==> config.mk <==
export PLATFORM = sky130hd
export DESIGN_NAME = cva6_lsu_shim
export DESIGN_NICKNAME = d
export VERILOG_FILES = /design/src/rtl/cva6_lsu_pkg.sv /design/src/rtl/cva6_lsu_shim.sv /design/src/rtl/cva6_lsu_store_buffer.sv /design/src/rtl/cva6_lsu_model.sv
export SDC_FILE = /design/constraint.sdc
export NUM_CORES = 1
export LEC_CHECK = 0
export CAP_MARGIN = 20
export CORE_AREA = 2 2 39 41
export CTS_CLUSTER_DIAMETER = 60
export DETAILED_ROUTE_END_ITERATION = 12
export DIE_AREA = 0 0 41 43
export PLACE_DENSITY_LB_ADDON = 0.25
export SLEW_MARGIN = 10
export SYNTH_ARGS = -nofsm -noshare
export SYNTH_HDL_FRONTEND = slang
export SYNTH_SLANG_ARGS = --single-unit
==> constraint.sdc <==
create_clock -name clk_i -period 1.6 [get_ports clk_i]
set_input_delay 0.32 -clock clk_i [delete_from_list [all_inputs] [get_ports clk_i]]
set_output_delay 0.32 -clock clk_i [all_outputs]
set_load 0.005 [all_outputs]
==> src/rtl/cva6_lsu_pkg.sv <==
// Shared definitions for the CVA6 load/store unit model.
package cva6_lsu_pkg;

  localparam int unsigned STORE_BUF_DEPTH_DEFAULT = 2;
  localparam int unsigned ADDR_W                  = 32;

  typedef enum logic {
    IDLE      = 1'b0,
    WAIT_RESP = 1'b1
  } lsu_load_state_t;

endpackage

==> src/rtl/cva6_lsu_shim.sv <==
// Port-identical wrapper around cva6_lsu_model for drop-in integration.
module cva6_lsu_shim
  import cva6_lsu_pkg::*;
#(
  parameter int unsigned STORE_BUF_DEPTH = STORE_BUF_DEPTH_DEFAULT
) (
  input  logic              clk_i,
  input  logic              rst_ni,
  input  logic [ADDR_W-1:0] instr_i,
  input  logic              is_load_i,
  input  logic              instr_valid_i,
  input  logic              store_mem_resp_i,
  input  logic              load_mem_resp_i,
  output logic              ready_o
);

  cva6_lsu_model #(
    .STORE_BUF_DEPTH (STORE_BUF_DEPTH)
  ) u_model (
    .clk_i            (clk_i),
    .rst_ni           (rst_ni),
    .instr_i          (instr_i),
    .is_load_i        (is_load_i),
    .instr_valid_i    (instr_valid_i),
    .store_mem_resp_i (store_mem_resp_i),
    .load_mem_resp_i  (load_mem_resp_i),
    .ready_o          (ready_o)
  );

endmodule

==> src/rtl/cva6_lsu_store_buffer.sv <==
// Store-address FIFO: wrapping read/write pointers plus an occupancy count.
module cva6_lsu_store_buffer
  import cva6_lsu_pkg::*;
#(
  parameter  int unsigned DEPTH = STORE_BUF_DEPTH_DEFAULT,
  localparam int unsigned PTR_W = (DEPTH > 1) ? $clog2(DEPTH) : 1,
  localparam int unsigned CNT_W = $clog2(DEPTH + 1)
) (
  input  logic              clk_i,
  input  logic              rst_ni,
  input  logic              push,
  input  logic              pop,
  input  logic [ADDR_W-1:0] addr_in,
  output logic              full,
  output logic              empty,
  output logic [CNT_W-1:0]  count,
  output logic [ADDR_W-1:0] head_addr
);

  logic [ADDR_W-1:0] mem_q [DEPTH];
  logic [PTR_W-1:0]  wr_ptr_q;
  logic [PTR_W-1:0]  rd_ptr_q;
  logic [CNT_W-1:0]  count_q;
  logic              do_push;
  logic              do_pop;

  assign full      = (count_q == CNT_W'(DEPTH));
  assign empty     = (count_q == '0);
  assign count     = count_q;
  assign head_addr = mem_q[rd_ptr_q];

  // A pop on an empty buffer, or a push into a full one, is a no-op.
  assign do_push = push && !full;
  assign do_pop  = pop && !empty;

  always_ff @(posedge clk_i or negedge rst_ni) begin
    if (!rst_ni) begin
      for (int i = 0; i < int'(DEPTH); i++) begin
        mem_q[i] <= '0;
      end
      wr_ptr_q <= '0;
      rd_ptr_q <= '0;
      count_q  <= '0;
    end else begin
      if (do_push) begin
        mem_q[wr_ptr_q] <= addr_in;
        wr_ptr_q        <= (wr_ptr_q == PTR_W'(DEPTH - 1)) ? '0 : wr_ptr_q + 1'b1;
      end
      if (do_pop) begin
        rd_ptr_q <= (rd_ptr_q == PTR_W'(DEPTH - 1)) ? '0 : rd_ptr_q + 1'b1;
      end
      case ({do_push, do_pop})
        2'b10:   count_q <= count_q + 1'b1;
        2'b01:   count_q <= count_q - 1'b1;
        default: count_q <= count_q;
      endcase
    end
  end

endmodule

==> src/rtl/cva6_lsu_model.sv <==
// Cycle model of the CVA6 LSU issue path: one outstanding load, buffered stores.
//
//   state     | meaning
//   IDLE      | no load outstanding; may accept a load
//   WAIT_RESP | load issued, waiting for load_mem_resp_i
module cva6_lsu_model
  import cva6_lsu_pkg::*;
#(
  parameter int unsigned STORE_BUF_DEPTH = STORE_BUF_DEPTH_DEFAULT
) (
  input  logic              clk_i,
  input  logic              rst_ni,
  input  logic [ADDR_W-1:0] instr_i,
  input  logic              is_load_i,
  input  logic              instr_valid_i,
  input  logic              store_mem_resp_i,
  input  logic              load_mem_resp_i,
  output logic              ready_o
);

  localparam int unsigned CNT_W = $clog2(STORE_BUF_DEPTH + 1);

  lsu_load_state_t   state_q;
  lsu_load_state_t   state_d;
  logic [ADDR_W-1:0] load_addr_q;
  logic              accept;
  logic              load_accept;
  logic              store_accept;
  logic              sb_full;
  logic              sb_empty;
  logic [CNT_W-1:0]  sb_count;
  logic [ADDR_W-1:0] sb_head_addr;
  logic              unused_state_bits;

  // ready_o depends only on flops, so acceptance never loops back through it.
  assign ready_o      = (state_q == IDLE) && !sb_full;
  assign accept       = instr_valid_i && ready_o;
  assign load_accept  = accept && is_load_i;
  assign store_accept = accept && !is_load_i;

  always_comb begin
    state_d = state_q;
    case (state_q)
      IDLE:      if (load_accept) state_d = WAIT_RESP;
      WAIT_RESP: if (load_mem_resp_i) state_d = IDLE;
      default:   state_d = IDLE;
    endcase
  end

  always_ff @(posedge clk_i or negedge rst_ni) begin
    if (!rst_ni) begin
      state_q     <= IDLE;
      load_addr_q <= '0;
    end else begin
      state_q <= state_d;
      if (load_accept) begin
        load_addr_q <= instr_i;
      end
    end
  end

  cva6_lsu_store_buffer #(
    .DEPTH (STORE_BUF_DEPTH)
  ) u_store_buffer (
    .clk_i     (clk_i),
    .rst_ni    (rst_ni),
    .push      (store_accept),
    .pop       (store_mem_resp_i),
    .addr_in   (instr_i),
    .full      (sb_full),
    .empty     (sb_empty),
    .count     (sb_count),
    .head_addr (sb_head_addr)
  );

  // Address state is held for observability; no forwarding consumes it.
  assign unused_state_bits = ^{load_addr_q, sb_head_addr, sb_count, sb_empty};

endmodule

==> key figures <==
Run status
  – Run status: finished, final reports clean

Setup path
  – Origin of the critical flop-to-flop path: u_model.u_store_buffer.count[0]
  – Kind of end point of the critical path: output pin
  – Launching element type of the critical path: flip-flop
  – Worst setup path start: u_model.u_store_buffer.count[0]
  – Critical-path maximum fanout: 2
  – Data arrival, critical path: 1160 ps
  – Worst Path Class, Setup: reg2out
  – Critical path cell sequence: nand2b_1 > and2b_1 > dlygate4sd2_1
  – Critical path's slowest cell: sky130_fd_sc_hd__dfrtp_1
  – Critical path data required time: 1280 ps
  – Combined buffer and inverter count along the critical path: 1
  – Top cell family by delay on the critical path: flip-flops
  – Delay of the slowest critical-path stage: 360 ps

Global routing
  – Largest net degree at the start of global routing: 4
  – First-pass GRT wire length: 607 um
  – Initial antenna violation count: 0
  – Global Route Usage Sum: 0.0592
  – Total global routing overflow: 0
  – Via count of the first global-routing pass: 163

CTS
  – Skew-Pair Late Insertion Delay: 230 ps
  – Clock input transition at the sequential cells of the worst setup and hold paths: 40 ps
  – Clock root buffer: sky130_fd_sc_hd__clkbuf_4
  – Clock tree from TritonCTS: done
  – Number of clock buffers inserted by TritonCTS: 3
  – Largest buffer count on any clock path: 2
  – Num Clock Sinks: 3
  – CTS H-Tree Depth: 1

Place
  – Routability congestion estimate: 0.593
  – Pre-CTS setup slack: -42.2 ps
  – Post-detailed-placement half-perimeter wirelength: 273 um
  – Number of port buffers: 6

Route
  – DRC errors left: 0
  – First DRT Iteration DRCs: 1
  – Mean routed wirelength per cell: 9.07 um
  – Iteration count of the initial detailed-routing pass: 2
  – Via count normalized by instance count: 3.45
  – Total routed wirelength: 381 um
  – Antenna Nets Post-Route: 0
  – Overall via count from detail_route: 145

Pwr
  – Power spent charging and discharging nets: 0.145 mW
  – Worst VDD drop: 739 uV
  – Post-layout total power: 0.481 mW
  – Relative contribution of the clock network to total power: 0.273
  – Leakage: 0.119 nW
  – Part of the total power dissipated in combinational logic: 0.459
  – Switching portion of total power: 0.301
  – Pwr per Cell Area: 1710 mW/mm2
  – Internal portion of total power: 0.337 mW
  – Sequential share of power: 0.267

Timing
  – Highest Clock Rate: 0.673 GHz
  – Final critical-path required period: 1480 ps
  – Number of hold-slack violations in the final timing report: 0
  – Final Slew Violations: 0
  – Hold_ws: 285 ps
  – RSZ-0062 raised after global routing: no
  – Pin slew with the least headroom to its limit: 171 ps
  – Final worst slack: 115 ps
  – Final Setup Violations: 0
  – Crit share post-route: 0.928
  – Post-Route Skew: 1.27 ps
  – Max-Slew Margin vs Limit: 0.885

Synth
  – Xor and xnor area share after synthesis: 0.163
  – Post-synthesis share of cell area spent on full adders, half adders and majority gates: 0.0775
  – Compound-Gate Fraction of Synth Area: 0.0465
  – Post-Synthesis Cells: 14
  – Summed instance area of the synthesized netlist: 161 um2
  – Post-synthesis net count: 53
  – Main area contributors after synthesis: sky130_fd_sc_hd__dfrtp_1 47%, sky130_fd_sc_hd__xnor2_1 11%, sky130_fd_sc_hd__ha_1 7.8%
  – Flop and latch count out of synthesis: 3
  – Yosys warning total: 0
  – Portion of netlist area occupied by mux cells: 0.0620
  – Main combinational cell family by area after synthesis: simple AND/OR/NAND/NOR gates
  – Simple logic cell fraction of the synthesized area: 0.186
  – Library cell occupying the most area in the post-synthesis netlist: sky130_fd_sc_hd__dfrtp_1
  – Cell variety after synth: 11
  – Fraction of post-synthesis cell area in the top cell type by area: 0.465
  – Average size of a mapped cell: 11.5 um2
  – Post-synthesis sequential area ratio: 0.465

Layout
  – Layout cells sized above 1: 0.192
  – Number of nets in the layout: 66
  – Synth-to-Final Area Change: 74.4%
  – Inserted Diodes: 0

Worst hold path
  – Class of the most critical hold timing path: in2async

Die
  – Area of the die: 0.00176 mm2
  – Die Width: 41 um
  – Standard-cell row count: 14
  – Die span in y: 43 um
  – Core Area: 0.00138 mm2
  – Total I/O pin count: 39
  – Starting Density: 0.117

Job
  – Number of maximum-capacitance violations: 0
-- per-stage QoR --
step	cells	cell area (um2)	setup TNS, ps	util
3_3_place_gp	37	249	0	0.180
2_1_floorplan	14	161	0	-
6_report	42	282	0	0.203
5_1_grt	42	282	0	0.203
3_5_place_dp	37	249	-42.2	0.180
4_1_cts	42	282	0	0.203
-- cells in the mapped netlist --
| cell | n |
|---|---|
| sky130_fd_sc_hd__xnor2_1 | 2 |
| sky130_fd_sc_hd__nand3_1 | 1 |
| sky130_fd_sc_hd__xor2_1 | 1 |
| sky130_fd_sc_hd__mux2i_1 | 1 |
| sky130_fd_sc_hd__o21a_1 | 1 |
| sky130_fd_sc_hd__nand3b_1 | 1 |
| sky130_fd_sc_hd__nor2_1 | 1 |
| sky130_fd_sc_hd__nand2b_1 | 1 |
| sky130_fd_sc_hd__ha_1 | 1 |
| sky130_fd_sc_hd__dfrtp_1 | 3 |
| sky130_fd_sc_hd__and2b_1 | 1 |
-- layout by cell type, fill, tap and decap left out --
cell type and instances:
sky130_fd_sc_hd__mux2i_1 1, sky130_fd_sc_hd__dfrtp_1 3, sky130_fd_sc_hd__clkdlybuf4s50_1 5, sky130_fd_sc_hd__nand2b_1 1, sky130_fd_sc_hd__and2b_1 1, sky130_fd_sc_hd__clkbuf_1 1, sky130_fd_sc_hd__dlygate4sd2_1 1, sky130_fd_sc_hd__nand3b_1 1
sky130_fd_sc_hd__nor2_1 1, sky130_fd_sc_hd__clkbuf_4 3, sky130_fd_sc_hd__ha_1 1, sky130_fd_sc_hd__xor2_1 1, sky130_fd_sc_hd__buf_4 2, sky130_fd_sc_hd__xnor2_1 2, sky130_fd_sc_hd__nand3_1 1, sky130_fd_sc_hd__o21a_1 1
-- worst register-to-register path, cell delays in order, from the launching register on --
cell and delay [ps]:
sky130_fd_sc_hd__dfrtp_1 360, sky130_fd_sc_hd__buf_4 150, sky130_fd_sc_hd__o21a_1 180, sky130_fd_sc_hd__ha_1 200
sky130_fd_sc_hd__xnor2_1 180, sky130_fd_sc_hd__nor2_1 70, sky130_fd_sc_hd__xor2_1 140
-- worst paths after layout --
check	slack (ps)	cells after the start	to
setup / recovery	120	3	ready_o
hold / removal	280	1	u_model.u_store_buffer.count[1]
setup reg to reg	200	6	u_model.u_store_buffer.count[1]
hold reg to reg	480	1	u_model.state_q
max in group asynchronous	1160	1	u_model.state_q
min in group clk_i	480	1	u_model.state_q
-- state kept, by name (all words and copies together) (netlist names) --
| register | cells |
|---|---|
| u_model.u_store_buffer.count | 2 |
| u_model.state_q | 1 |
-- kinds of logic (layout without fill, tap and decap cells) --
logic type      after synthesis  count (layout)
simple gates                  5               5
buf+inv                       0              12
mux                           1               1
compound gates                1               1
fa+ha+maj                     1               1
flops                         3               3
xor+xnor                      3               3
-- power groups by stage --
stage | Combinational, mW | Sequential, mW | Clock [mW]
floorplan | 0.119 | 0.140 | 0
global placement | 0.195 | 0.133 | 0
detailed placement | 0.206 | 0.136 | 0
CTS | 0.224 | 0.129 | 0.139
global route | 0.242 | 0.132 | 0.146
finish | 0.221 | 0.129 | 0.132
-- per-layer routing --
metal  up-vias  global-route usage  share of wire
li1         71                   -              -
met4         0              0.0200              0
met1        65              0.0514           0.46
met5         -                   0              0
met3         0              0.0785           0.18
met2         9              0.0781           0.36
-- layout make-up --
class | count | area, um2
fillers | 147 | 1100
repair buffers | 8 | 73.8
flip-flops and latches | 3 | 75.1
well taps | 16 | 20.0
multi-input cells | 11 | 86.3
clock buffers | 4 | 26.3
-- repair_timing --
item                                    CTS  global route
setup buffers                             1             0
hold buffers                              0             0
endpoints found under the setup margin    1             0
resized for setup                         1             0
(Power assumes the default switching activity.)
